`src/rtl/event_indicator_pkg.sv`:
```
// Shared types, default durations and width helper for the event indicator.
// Optional overflow flag is enabled by defining EVENT_INDICATOR_OVERFLOW_EN.
package event_indicator_pkg;

  typedef enum logic [1:0] {
    IDLE = 2'd0,
    ON   = 2'd1,
    GAP  = 2'd2
  } state_t;

  // 100 ms pulse and 100 ms gap at a 50 MHz clock
  localparam int DEFAULT_ON_DUR   = 5_000_000;
  localparam int DEFAULT_OFF_DUR  = 5_000_000;
  localparam int DEFAULT_MAX_PEND = 15;

  // Bits needed to hold the longer of the two dwell durations
  function automatic int timer_width(input int on_dur, input int off_dur);
    int longest;
    longest = (on_dur > off_dur) ? on_dur : off_dur;
    if (longest < 1) begin
      return 1;
    end
    return $clog2(longest + 1);
  endfunction

endpackage

```
`src/rtl/event_indicator_if.sv`:
```
// Strobe-in / indicator-out bundle of the event indicator.
// Carries the Overflow flag only when EVENT_INDICATOR_OVERFLOW_EN is defined.
interface event_indicator_if
  import event_indicator_pkg::*;
#(
  parameter int MAX_PEND = DEFAULT_MAX_PEND
);

  logic                            In;
  logic                            Out;
  logic                            Busy;
  logic                            Done;
  logic [$clog2(MAX_PEND+1)-1:0]   Pending;

`ifdef EVENT_INDICATOR_OVERFLOW_EN
  logic                            Overflow;

  modport master (
    output In,
    input  Out,
    input  Busy,
    input  Done,
    input  Pending,
    input  Overflow
  );

  modport slave (
    input  In,
    output Out,
    output Busy,
    output Done,
    output Pending,
    output Overflow
  );
`else
  modport master (
    output In,
    input  Out,
    input  Busy,
    input  Done,
    input  Pending
  );

  modport slave (
    input  In,
    output Out,
    output Busy,
    output Done,
    output Pending
  );
`endif

endinterface

```
`src/rtl/event_indicator_dwell_timer.sv`:
```
// Loadable down-counter used to time the indicator pulse and the dark gap.
// Holds at zero once expired; a load always wins over counting.
module dwell_timer #(
  parameter int WIDTH = 8
) (
  input  logic             Clk,
  input  logic             Rst,
  input  logic             load,
  input  logic [WIDTH-1:0] load_value,
  output logic             zero
);

  logic [WIDTH-1:0] count;

  always_ff @(posedge Clk) begin
    if (Rst) begin
      count <= '0;
    end else if (load) begin
      count <= load_value;
    end else if (count != '0) begin
      count <= count - 1'b1;
    end
  end

  assign zero = (count == '0);

endmodule

```
`src/rtl/event_indicator.sv`:
```
// Turns single-cycle event strobes into fixed-length indicator pulses, each
// followed by a dark gap, queueing strobes that arrive while busy.
// Define EVENT_INDICATOR_OVERFLOW_EN to add the sticky Overflow flag.
module event_indicator
  import event_indicator_pkg::*;
#(
  parameter int ON_DUR   = DEFAULT_ON_DUR,
  parameter int OFF_DUR  = DEFAULT_OFF_DUR,
  parameter int MAX_PEND = DEFAULT_MAX_PEND
) (
  input  logic           Clk,
  input  logic           Rst,
  event_indicator_if.slave bus
);

  localparam int TW = timer_width(ON_DUR, OFF_DUR);
  localparam int PW = $clog2(MAX_PEND + 1);

  localparam logic [TW-1:0] ON_LOAD  = TW'(ON_DUR - 1);
  localparam logic [TW-1:0] OFF_LOAD = TW'(OFF_DUR - 1);
  localparam logic [PW-1:0] PEND_MAX = PW'(MAX_PEND);

  if (ON_DUR < 1) begin : g_bad_on_dur
    $error("event_indicator: ON_DUR must be at least 1");
  end
  if (OFF_DUR < 1) begin : g_bad_off_dur
    $error("event_indicator: OFF_DUR must be at least 1");
  end
  if (MAX_PEND < 1) begin : g_bad_max_pend
    $error("event_indicator: MAX_PEND must be at least 1");
  end

  state_t        state;
  state_t        next_state;
  logic [PW-1:0] pending;
  logic [PW-1:0] pending_next;
  logic          timer_load;
  logic [TW-1:0] timer_value;
  logic          timer_zero;
  logic          gap_end;
  logic          dequeue;
  logic          enqueue_req;

  dwell_timer #(
    .WIDTH (TW)
  ) u_timer (
    .Clk        (Clk),
    .Rst        (Rst),
    .load       (timer_load),
    .load_value (timer_value),
    .zero       (timer_zero)
  );

  // A strobe at the last gap cycle is always absorbed by the restart: it either
  // starts the next pulse itself or replaces the queued event being started.
  assign gap_end     = (state == GAP) && timer_zero;
  assign dequeue     = gap_end && (pending != '0);
  assign enqueue_req = (state != IDLE) && bus.In && !gap_end;

  always_comb begin
    next_state  = state;
    timer_load  = 1'b0;
    timer_value = ON_LOAD;
    case (state)
      IDLE: begin
        if (bus.In) begin
          next_state  = ON;
          timer_load  = 1'b1;
          timer_value = ON_LOAD;
        end
      end
      ON: begin
        if (timer_zero) begin
          next_state  = GAP;
          timer_load  = 1'b1;
          timer_value = OFF_LOAD;
        end
      end
      GAP: begin
        if (timer_zero) begin
          if (dequeue || bus.In) begin
            next_state  = ON;
            timer_load  = 1'b1;
            timer_value = ON_LOAD;
          end else begin
            next_state = IDLE;
          end
        end
      end
      default: begin
        next_state = IDLE;
      end
    endcase
  end

  always_comb begin
    pending_next = pending;
    if (enqueue_req && (pending != PEND_MAX)) begin
      pending_next = pending + 1'b1;
    end else if (dequeue && !bus.In) begin
      pending_next = pending - 1'b1;
    end
  end

  // All visible outputs are flops driven from the next-state decode.
  always_ff @(posedge Clk) begin
    if (Rst) begin
      state       <= IDLE;
      pending     <= '0;
      bus.Out     <= 1'b0;
      bus.Busy    <= 1'b0;
      bus.Done    <= 1'b0;
    end else begin
      state       <= next_state;
      pending     <= pending_next;
      bus.Out     <= (next_state == ON);
      bus.Busy    <= (next_state != IDLE);
      bus.Done    <= gap_end;
    end
  end

  assign bus.Pending = pending;

`ifdef EVENT_INDICATOR_OVERFLOW_EN
  logic drop;

  assign drop = enqueue_req && (pending == PEND_MAX);

  always_ff @(posedge Clk) begin
    if (Rst) begin
      bus.Overflow <= 1'b0;
    end else if (drop) begin
      bus.Overflow <= 1'b1;
    end
  end
`endif

endmodule

```
`src/flat_wrapper.sv`:
```
// flat-port wrapper written by rule: the top's interface ports become plain ports
module event_indicator_flat import event_indicator_pkg::*;
#(
  parameter int ON_DUR   = DEFAULT_ON_DUR,
  parameter int OFF_DUR  = DEFAULT_OFF_DUR,
  parameter int MAX_PEND = DEFAULT_MAX_PEND
)
  (Clk, Rst, bus_In, bus_Out, bus_Busy, bus_Done, bus_Pending);
  event_indicator_if #(.MAX_PEND(MAX_PEND)) bus_i ();
  input  logic Clk;
  input  logic Rst;
  input wire logic [$bits(bus_i.In)-1:0] bus_In;
  output wire logic [$bits(bus_i.Out)-1:0] bus_Out;
  output wire logic [$bits(bus_i.Busy)-1:0] bus_Busy;
  output wire logic [$bits(bus_i.Done)-1:0] bus_Done;
  output wire logic [$bits(bus_i.Pending)-1:0] bus_Pending;
  assign bus_i.In = bus_In;
  assign bus_Out = bus_i.Out;
  assign bus_Busy = bus_i.Busy;
  assign bus_Done = bus_i.Done;
  assign bus_Pending = bus_i.Pending;
  event_indicator #(.ON_DUR(ON_DUR), .OFF_DUR(OFF_DUR), .MAX_PEND(MAX_PEND)) u_core (.Clk(Clk), .Rst(Rst), .bus(bus_i));
endmodule
```
`config.mk`:
```
export PLATFORM = sky130hd
export DESIGN_NAME = event_indicator_flat
export DESIGN_NICKNAME = d
export VERILOG_FILES = /design/src/rtl/event_indicator_pkg.sv /design/src/rtl/event_indicator_if.sv /design/src/rtl/event_indicator_dwell_timer.sv /design/src/rtl/event_indicator.sv /design/src/flat_wrapper.sv
export SDC_FILE = /design/constraint.sdc
export NUM_CORES = 1
export LEC_CHECK = 0
export CAP_MARGIN = 20
export CORE_MARGIN = 2
export CORE_UTILIZATION = 25
export DETAILED_ROUTE_END_ITERATION = 16
export PLACE_DENSITY = 0.44
export SLEW_MARGIN = 10
export SYNTH_ARGS = -nofsm -noshare
export SYNTH_HDL_FRONTEND = slang
export SYNTH_SLANG_ARGS = --single-unit
```
`constraint.sdc`:
```
create_clock -name Clk -period 2.95 [get_ports Clk]
set_input_delay 0.295 -clock Clk [delete_from_list [all_inputs] [get_ports Clk]]
set_output_delay 0.295 -clock Clk [all_outputs]
set_load 0.1 [all_outputs]
```
---- Word level (Yosys, flattened, before mapping) ----
Cells that the tools add are included.
W data, S select, Z words.
storage, ports and cells
  bits in writable memories ............... 0
  logic and storage cells ................. 46
  bits of input ports ..................... 3
  memories ................................ 0
  memory bits (read-only) ................. 0
  bits in latches ......................... 0
  output and inout bits ................... 7
  register bits ........................... 32
operators by class
  shift operators ......................... 0
  reductions and logical operators ........ 18
  bitwise operators ....................... 0
  multiplexer cells ....................... 14
  equal/unequal tests ..................... 4
  divide/modulo/power cells ............... 0
  magnitude comparators ................... 0
  add/subtract/negate cells ............... 3
  multiply operators ...................... 0
operators by type and width
  kind                     count
  $mux W23                 2
  $logic_not A23 Y1        1
  $reduce_bool A23 Y1      1
  $sub A23 B1 Y23 const B  1
  $mux W4                  2
  $reduce_bool A2 Y1       4
  $logic_and A1 B1 Y1      6
  $mux W2                  3
  $pmux W2 S3              1
  $mux W1                  5
  $add A4 B1 Y4 const B    1
  $eq A2 B1 Y1 const B     2
  $ne A4 B4 Y1 const B     1
  $reduce_bool A4 Y1       1
  $sub A4 B1 Y4 const B    1
  $pmux W1 S3              1
  $eq A2 B2 Y1 const B     1
  $logic_not A1 Y1         2
  $logic_not A2 Y1         1
  $reduce_or A2 Y1         1
  $logic_or A1 B1 Y1       1

---- Logic depth before layout (Yosys ltp) ----
Gate-level depths: netlist of run 1.
  depth in word-level cells ............... 8
  mapped depth ............................ 12
  gate-level depth less buffers ........... 11

---- Modules after synthesis ----
A second synthesis of run 1 with hierarchy kept.
unflattened totals
  cell total of the unflattened synthesis .. 216
  area, all modules ....................... 1826.8 um^2
by module, submodules not included
  module           times used  area an instance (um^2)  sequential area each (um^2)  cells each
  dwell_timer      1           1291.2                   460.4                        156
  event_indicator  1           535.5                    180.2                        60

---- Worst setup path before layout of run 1 ----
Ideal clock, no wire load.
  kind .................................... flip-flop to flip-flop
  from .................................... register u_core.pending[0], in the netlist u_core.bus.Pending[0]
  to ...................................... register u_core.pending[3], in the netlist u_core.bus.Pending[3]
  path slack .............................. 0.172 ns
  path buffers ............................ 0
  stages on the path, launching flop included .. 9
  library setup time ...................... 0.123 ns
  arrival ................................. 2.655 ns
  clock period less this slack ............ 2.778 ns
  data required time ...................... 2.827 ns
  cells stage by stage .................... dfxtp_1 a41oi_1 o21a_1 inv_1 ha_1 a21o_1 a21oi_1 mux2i_1 mux2_1
between the ends
  longest elaborated chain between the ends .. 4
  elaborated cells between the ends (all ways) .. 10
  those cells by class .................... add/sub (2); eq/ne (1); mux (2); reduce/logical (5)
RTL lines
  what                                                                   RTL line                source
  start, declared                                                        event_indicator.sv:35   logic [PW-1:0] pending;
  start signal, assigned                                                 event_indicator.sv:115  pending <= pending_next;
  parallel branches: the longest is 4 deep, another holds $sub A4 B1 Y4  --
Several ways; the timed one is not identified. The select of a mux whose other input is x is not followed.
A chain may end at the register's enable or synchronous reset.

---- Final worst setup path of run 1 ----
  from .................................... register u_core.u_timer.count[2]
  to ...................................... register u_core.pending[3], in the netlist u_core.bus.Pending[3]
between the ends
  longest elaborated chain between the ends .. 6
  elaborated cells between the ends (all ways) .. 9
  those cells by class .................... mux (1); reduce/logical (8)
RTL lines
  what                                                  RTL line                           source
  start, declared                                       event_indicator_dwell_timer.sv:13  logic [WIDTH-1:0] count;
  start signal, assigned                                event_indicator_dwell_timer.sv:19  count <= load_value;
  start signal, assigned                                event_indicator_dwell_timer.sv:21  count <= count - 1'b1;
  $logic_not A23 Y1 *                                   event_indicator_dwell_timer.sv:25  assign zero = (count == '0);
  $logic_and A1 B1 Y1 *                                 event_indicator.sv:56              assign gap_end = (state == GAP) && timer_zero;
  $logic_not A1 Y1                                      event_indicator.sv:58              assign enqueue_req = (state != IDLE) && bus.In && !gap_end;
  $logic_and A1 B1 Y1                                   event_indicator.sv:58
  $logic_and A1 B1 Y1                                   event_indicator.sv:98              if (enqueue_req && (pending != PEND_MAX)) begin
  $mux W4 / $reduce_bool A2 Y1 (equally long branches)  --
Every way passes the cells marked *; elsewhere a longest branch is shown, timed or not.

==> reports/summary.txt, run 1 <==
YS warnings = 0
#FFs+latches synth = 32
FP Rows = 30
Ys async rst share = 0
Hold WC Path Type = register to register
Crit start category = register
CP required = 3.13 ns
Starting Density = 0.2595
Post-route core utilization = 0.3055
Critical-path top delay cell = dfxtp_1
FMAX = 378.3 MHz
Largest net degree at the start of global routing = 19
Initial antenna violation count = 0
Iteration-0 DRC Markers = 54
Total GRT Usage = 0.1212
Worst R2R Start = u_core.u_timer.count[2]$_SDFFE_PP0P_
R2R depth = 9
Worst Tran Pin Value = 0.9598 ns
Reg-to-Reg End = u_core.bus.Pending[3]$_SDFFE_PP0P_
Most common cell after layout, fill and taps aside = dfxtp_1
Worst slew margin = 0.3582
H-Tree Depth = 2
Grt total ovfl = 0
Worst Setup End Kind = register
Worst VDD drop = 315.9 µV
Slew Viols, Final = 0
Die area = 0.007740 mm²
Die X = 87.98 µm
Tcrit/Tclk final = 0.8962
DR DRC count = 0
Clock skew = 0.006053 ns
1st-pass router iterations = 4
Yosys cell types = 49
Vias = 1498
Vert. Die Dim = 87.98 µm
P per Cell Area = 572.9 mW/mm²
Layout cells sized above 1 = 0.1659
Antenna diodes = 0
Crit Path Class = register to register
Vias in the first global route = 1447
Post-DP HPWL = 2.991 mm
Fin. Hold Viols = 0
CORE AREA = 0.006794 mm²
WHS Path Cells = 2
Cell count after synthesis = 195
Primary FF master, synth = dfxtp_1
Pre-CTS setup slack = 0.2087 ns
Post-route ant nets = 0
P&R area growth vs syn = 17.74%
Arrival time worst endpoint = 2.82 ns
Unrepaired setup endpoints after global routing = no
CP peak stage delay = 0.39 ns
Syn nets = 203
Fin crit period = 2.644 ns
Total Wirelength = 4.196 mm
Cells resized by post-CTS repair = 0
HP Start = u_core.u_timer.count[10]$_SDFFE_PP0P_
Worst path cell trace = nor4_4, nand4_1, o21a_1, inv_1, ha_1, a21o_1, a21oi_1, mux2i_1, mux2_1
Reg2Reg Setup Slack = 0.31 ns
Clk buf depth = 2
Max_cap viols = 0
Status = completed
Synth Cell Area = 0.001763 mm²
Drt via density = 4.879
Nets = 218
CTS tree = yes
Setup bufs post-CTS = 0
Final setup TNS = 0 ns
Most frequent cells in the layout = dfxtp_1 (32), a21oi_1 (13), buf_4 (13)
Worst-path fanout max = 8
GP Congestion = 0.6987
CTS Root Cell = clkbuf_8
Worst Hold End = u_core.u_timer.count[10]$_SDFFE_PP0P_
Avg Cell Area, Syn = 9.041 µm²
Setup ws final = 0.3063 ns
I/O pin cnt = 10
Clock sink total = 32
Setup-failing EPs final = 0
CTS clk-pin slew, worst paths = 0.07 ns
# port buffers = 9
WL/cell = 13.67 µm
Cts hold-fix bufs = 0
Post-synthesis sequential area ratio = 0.3634
CTS buffer count = 5
Clk_lat worst skew = 0.29 ns
Static leakage = 0.0007153 µW
Global-route wire length before repair = 7.258 mm
Post-synth EDFFs = 0
-- registers in the layout, indices dropped and copies added, names as in the netlist --
register / flops
u_core.bus.Busy: 1
u_core.bus.Done: 1
u_core.bus.Out: 1
u_core.bus.Pending: 4
u_core.state: 2
u_core.u_timer.count: 23
-- cell usage after synthesis, types with 2 or more instances --
library cell	number	area (µm²)
xor2_1	8	70.07
buf_2	2	10.01
nor4_1	5	31.28
nor2_1	7	26.28
or4_1	4	30.03
dfxtp_1	32	640.6
o31ai_1	4	30.03
nor4_4	2	42.54
xnor2_1	4	35.03
nor3_1	11	55.05
nor2b_1	4	25.02
and4_1	2	17.52
a21oi_1	13	65.06
inv_1	4	15.01
clkbuf_1	6	22.52
nand4_1	8	50.05
o21ai_0	12	60.06
nand3_1	5	25.02
a21o_1	2	15.01
a211oi_1	5	37.54
a31oi_1	6	37.54
nor3b_1	2	15.01
o211ai_1	2	15.01
or3_1	9	56.30
mux2i_1	2	20.02
nand2b_1	3	18.77
nand2_1	4	15.01
nor3_2	3	30.03
ha_1	4	50.05
-- power by group --
group	switching, µW	internal [µW]
Combinational	191	123
Clock	173	186
Sequential	48.2	467
Total	412	777
-- worst max-delay path by stage --
stage | from | end | slack, ns | cells past startpoint
final | u_core.u_timer.count[2]$_SDFFE_PP0P_ | u_core.bus.Pending[3]$_SDFFE_PP0P_ | 0.31 | 9
after global routing | u_core.u_timer.count[18]$_SDFFE_PP0P_ | u_core.bus.Pending[3]$_SDFFE_PP0P_ | 0.02 | 9
after CTS | u_core.u_timer.count[2]$_SDFFE_PP0P_ | u_core.bus.Pending[3]$_SDFFE_PP0P_ | 0.26 | 9
after detailed placement | bus_In | u_core.bus.Pending[3]$_SDFFE_PP0P_ | 0.21 | 10
after global placement | bus_In | u_core.bus.Pending[3]$_SDFFE_PP0P_ | 0.27 | 10
after floorplan | u_core.bus.Pending[0]$_SDFFE_PP0P_ | u_core.bus.Pending[3]$_SDFFE_PP0P_ | 0.17 | 8
-- cell type report --
type                    count  area (µm²)
flip-flops and latches     32       640.6
multi-input cells         149        1059
fillers                   740        4718
repair buffers             18       148.9
well taps                  96       120.1
clock buffers               6       82.58
inverters                   4       15.01
clock inverters             2       10.01
-- worst max-delay path, delay by kind of cell (launching register included) --
family                   cells  cell delay, ns
multiplexers                 2            0.54
flip-flops                   1            0.39
adder cells (fa/ha/maj)      1            0.24
AO/OA/AOI/OAI                3            0.65
buffers and inverters        1            0.13
AND/OR/NAND/NOR              2            0.58
-- stage by stage --
step | area, µm² | power (µW) | hold slack [ns] | cells
final | 2076 | 1189 | 0.4925 | 307
after global routing | 2076 | 1257 | 0.5261 | 307
after CTS | 2076 | 1199 | 0.4972 | 307
after detailed placement | 1983 | 840.2 | 0.4814 | 299
after global placement | 1972 | 840.4 | 0.4825 | 298
after floorplan | 1763 | 753.3 | 0.4272 | 195
-- per-layer routing --
metal | up-vias | track usage | part of all wire
met1 | 713 | 0.1702 | 0.53
li1 | 767 | - | -
met2 | 11 | 0.1818 | 0.44
met5 | - | 0 | 0
met3 | 7 | 0.03110 | 0.021
met4 | 0 | 0.03776 | 0.013
-- kinds of logic after synthesis --
logic type / Yosys count / share of synthesized area
AO/OA/AOI/OAI: 50 / 0.1796
multiplexers: 4 / 0.02413
adder cells (fa/ha/maj): 5 / 0.03975
AND/OR/NAND/NOR: 78 / 0.2974
flip-flops: 32 / 0.3634
buffers and inverters: 14 / 0.03619
XOR/XNOR: 12 / 0.05962
Note: power is estimated with default switching activity, not from simulation.
==> run 2, diff against run 1 <==
CELL_PAD_IN_SITES_DETAIL_PLACEMENT = 1   (was unset)
CELL_PAD_IN_SITES_GLOBAL_PLACEMENT = 1   (was unset)
PLACE_DENSITY = 0.53   (was 0.44)
==> reports/summary.txt, run 2 (same netlist as run 1, synthesis figures left out) <==
Met3 Use GR = 0.02828
Most common cell after layout, fill and taps aside = dfxtp_1
Met2 usage = 0.1935
Worst slew margin = 0.3569
Clk_lat worst skew = 0.28 ns
Die X = 87.98 µm
Largest delay share family, worst path = simple AND/OR/NAND/NOR gates
Die area = 0.007740 mm²
CTS tree = yes
Total GRT Usage = 0.1323
Worst-path fanout max = 8
CP required = 3.12 ns
Total Wirelength = 4.458 mm
Fin crit period = 2.657 ns
Setup bufs post-CTS = 0
Initial antenna violation count = 0
Hold_ws = 0.4950 ns
Worst path cell trace = nor4_4, nand4_1, o21a_1, inv_1, ha_1, a21o_1, a21oi_1, mux2i_1, mux2_1
1st-pass router iterations = 4
Crit start category = register
CTS buffer count = 5
Vias in the first global route = 1488
Setup-failing EPs final = 0
Unrepaired setup endpoints after global routing = no
Vias = 1518
CP peak stage delay = 0.39 ns
Vert. Die Dim = 87.98 µm
GP Congestion = 0.7398
GR peak layer = met2
Clock skew = 0.005611 ns
P&R area growth vs syn = 18.24%
Post-DP HPWL = 3.232 mm
CORE AREA = 0.006794 mm²
Iteration-0 DRC Markers = 43
Fin. Hold Viols = 0
Most flop-heavy register = u_core.u_timer.count
Cts hold-fix bufs = 0
Worst VDD drop = 236.7 µV
Tcrit/Tclk final = 0.9008
DR DRC count = 0
Nets = 220
Clock sink total = 32
Largest net degree at the start of global routing = 22
Crit Path Class = register to register
Layout cells sized above 1 = 0.1643
Arrival time worst endpoint = 2.83 ns
Final setup TNS = 0 ns
I/O pin cnt = 10
Hold WC Path Type = register to register
# port buffers = 9
Global-route wire length before repair = 7.845 mm
Static leakage = 0.0007180 µW
P per Cell Area = 568.5 mW/mm²
CTS clk-pin slew, worst paths = 0.07 ns
Cells resized by post-CTS repair = 0
FMAX = 376.3 MHz
Most frequent cells in the layout = dfxtp_1 (32), buf_4 (16), a21oi_1 (13)
Max_cap viols = 0
FP Rows = 30
Clk buf depth = 2
Grt total ovfl = 0
Status = completed
Drt via density = 4.913
Setup ws final = 0.2927 ns
Cell Area, Placed = 0.001994 mm²
Worst Tran Pin Value = 0.9617 ns
Pre-CTS setup slack = 0.2756 ns
WL/cell = 14.43 µm
Post-route ant nets = 0
Max reg flops = 23
Antenna diodes = 0
Final Cell Area = 0.002085 mm²
Worst path bufs/invs = 1
Critical-path top delay cell = dfxtp_1
Slew Viols, Final = 0
H-Tree Depth = 2
Met1 Track Usage GR = 0.1929
CTS Root Cell = clkbuf_8
Starting Density = 0.2595
Worst Setup End Kind = register
-- run 2: changes by cell type in the layout (fill, tap and decap cells not counted) --
cell,delta
buf_4,+3
clkbuf_1,+2
clkinv_2,-2
buf_6,-1
-- run 2: final timing paths --
kind / start / slack [ns] / end / depth (start not counted)
max: u_core.u_timer.count[2]$_SDFFE_PP0P_ / 0.29 / u_core.bus.Pending[3]$_SDFFE_PP0P_ / 9
min: u_core.u_timer.count[10]$_SDFFE_PP0P_ / 0.49 / u_core.u_timer.count[10]$_SDFFE_PP0P_ / 2
max reg2reg: u_core.u_timer.count[2]$_SDFFE_PP0P_ / 0.29 / u_core.bus.Pending[3]$_SDFFE_PP0P_ / 9
min reg2reg: u_core.u_timer.count[10]$_SDFFE_PP0P_ / 0.49 / u_core.u_timer.count[10]$_SDFFE_PP0P_ / 2
-- run 2: metal layers --
metal  vias to the layer above  share of wire
met1                       724           0.53
met4                         0          0.014
met3                         7          0.021
met2                         9           0.43
met5                         -              0
li1                        778              -
-- run 2: tightest hold or removal path: stages, from the launching register on --
cell,delay [ns]
dfxtp_1,0.32
nand2_1,0.06
a211oi_1,0.06
-- run 2: stage by stage --
stage / cells / total power, µW / utilization
after CTS: 309 / 1201 / 0.3068
after global routing: 309 / 1264 / 0.3068
after floorplan: 195 / 753.3 / -
final: 309 / 1185 / 0.3068
after detailed placement: 301 / 848.1 / 0.2936
after global placement: 300 / 842.7 / 0.2924
-- run 2: layout make-up --
type	count	area [µm²]
timing repair buffer	20	160.2
multi-input combinational	149	1059
clock buffer	8	90.09
fill	797	4710
tap	96	120.1
sequential	32	640.6
inverter	4	15.01
-- run 2: where the power goes --
group	leakage [µW]	internal, µW	switching [µW]
sequential	0.000263	468	49.4
combinational	0.000409	125	195
clock	0.0000455	190	157
total	0.000718	783	402
==> run 3, diff against run 2 <==
TNS_END_PERCENT = 20   (was unset)
==> results of run 3 <==
Final layout, timing and power as in run 2 (identical DEF).
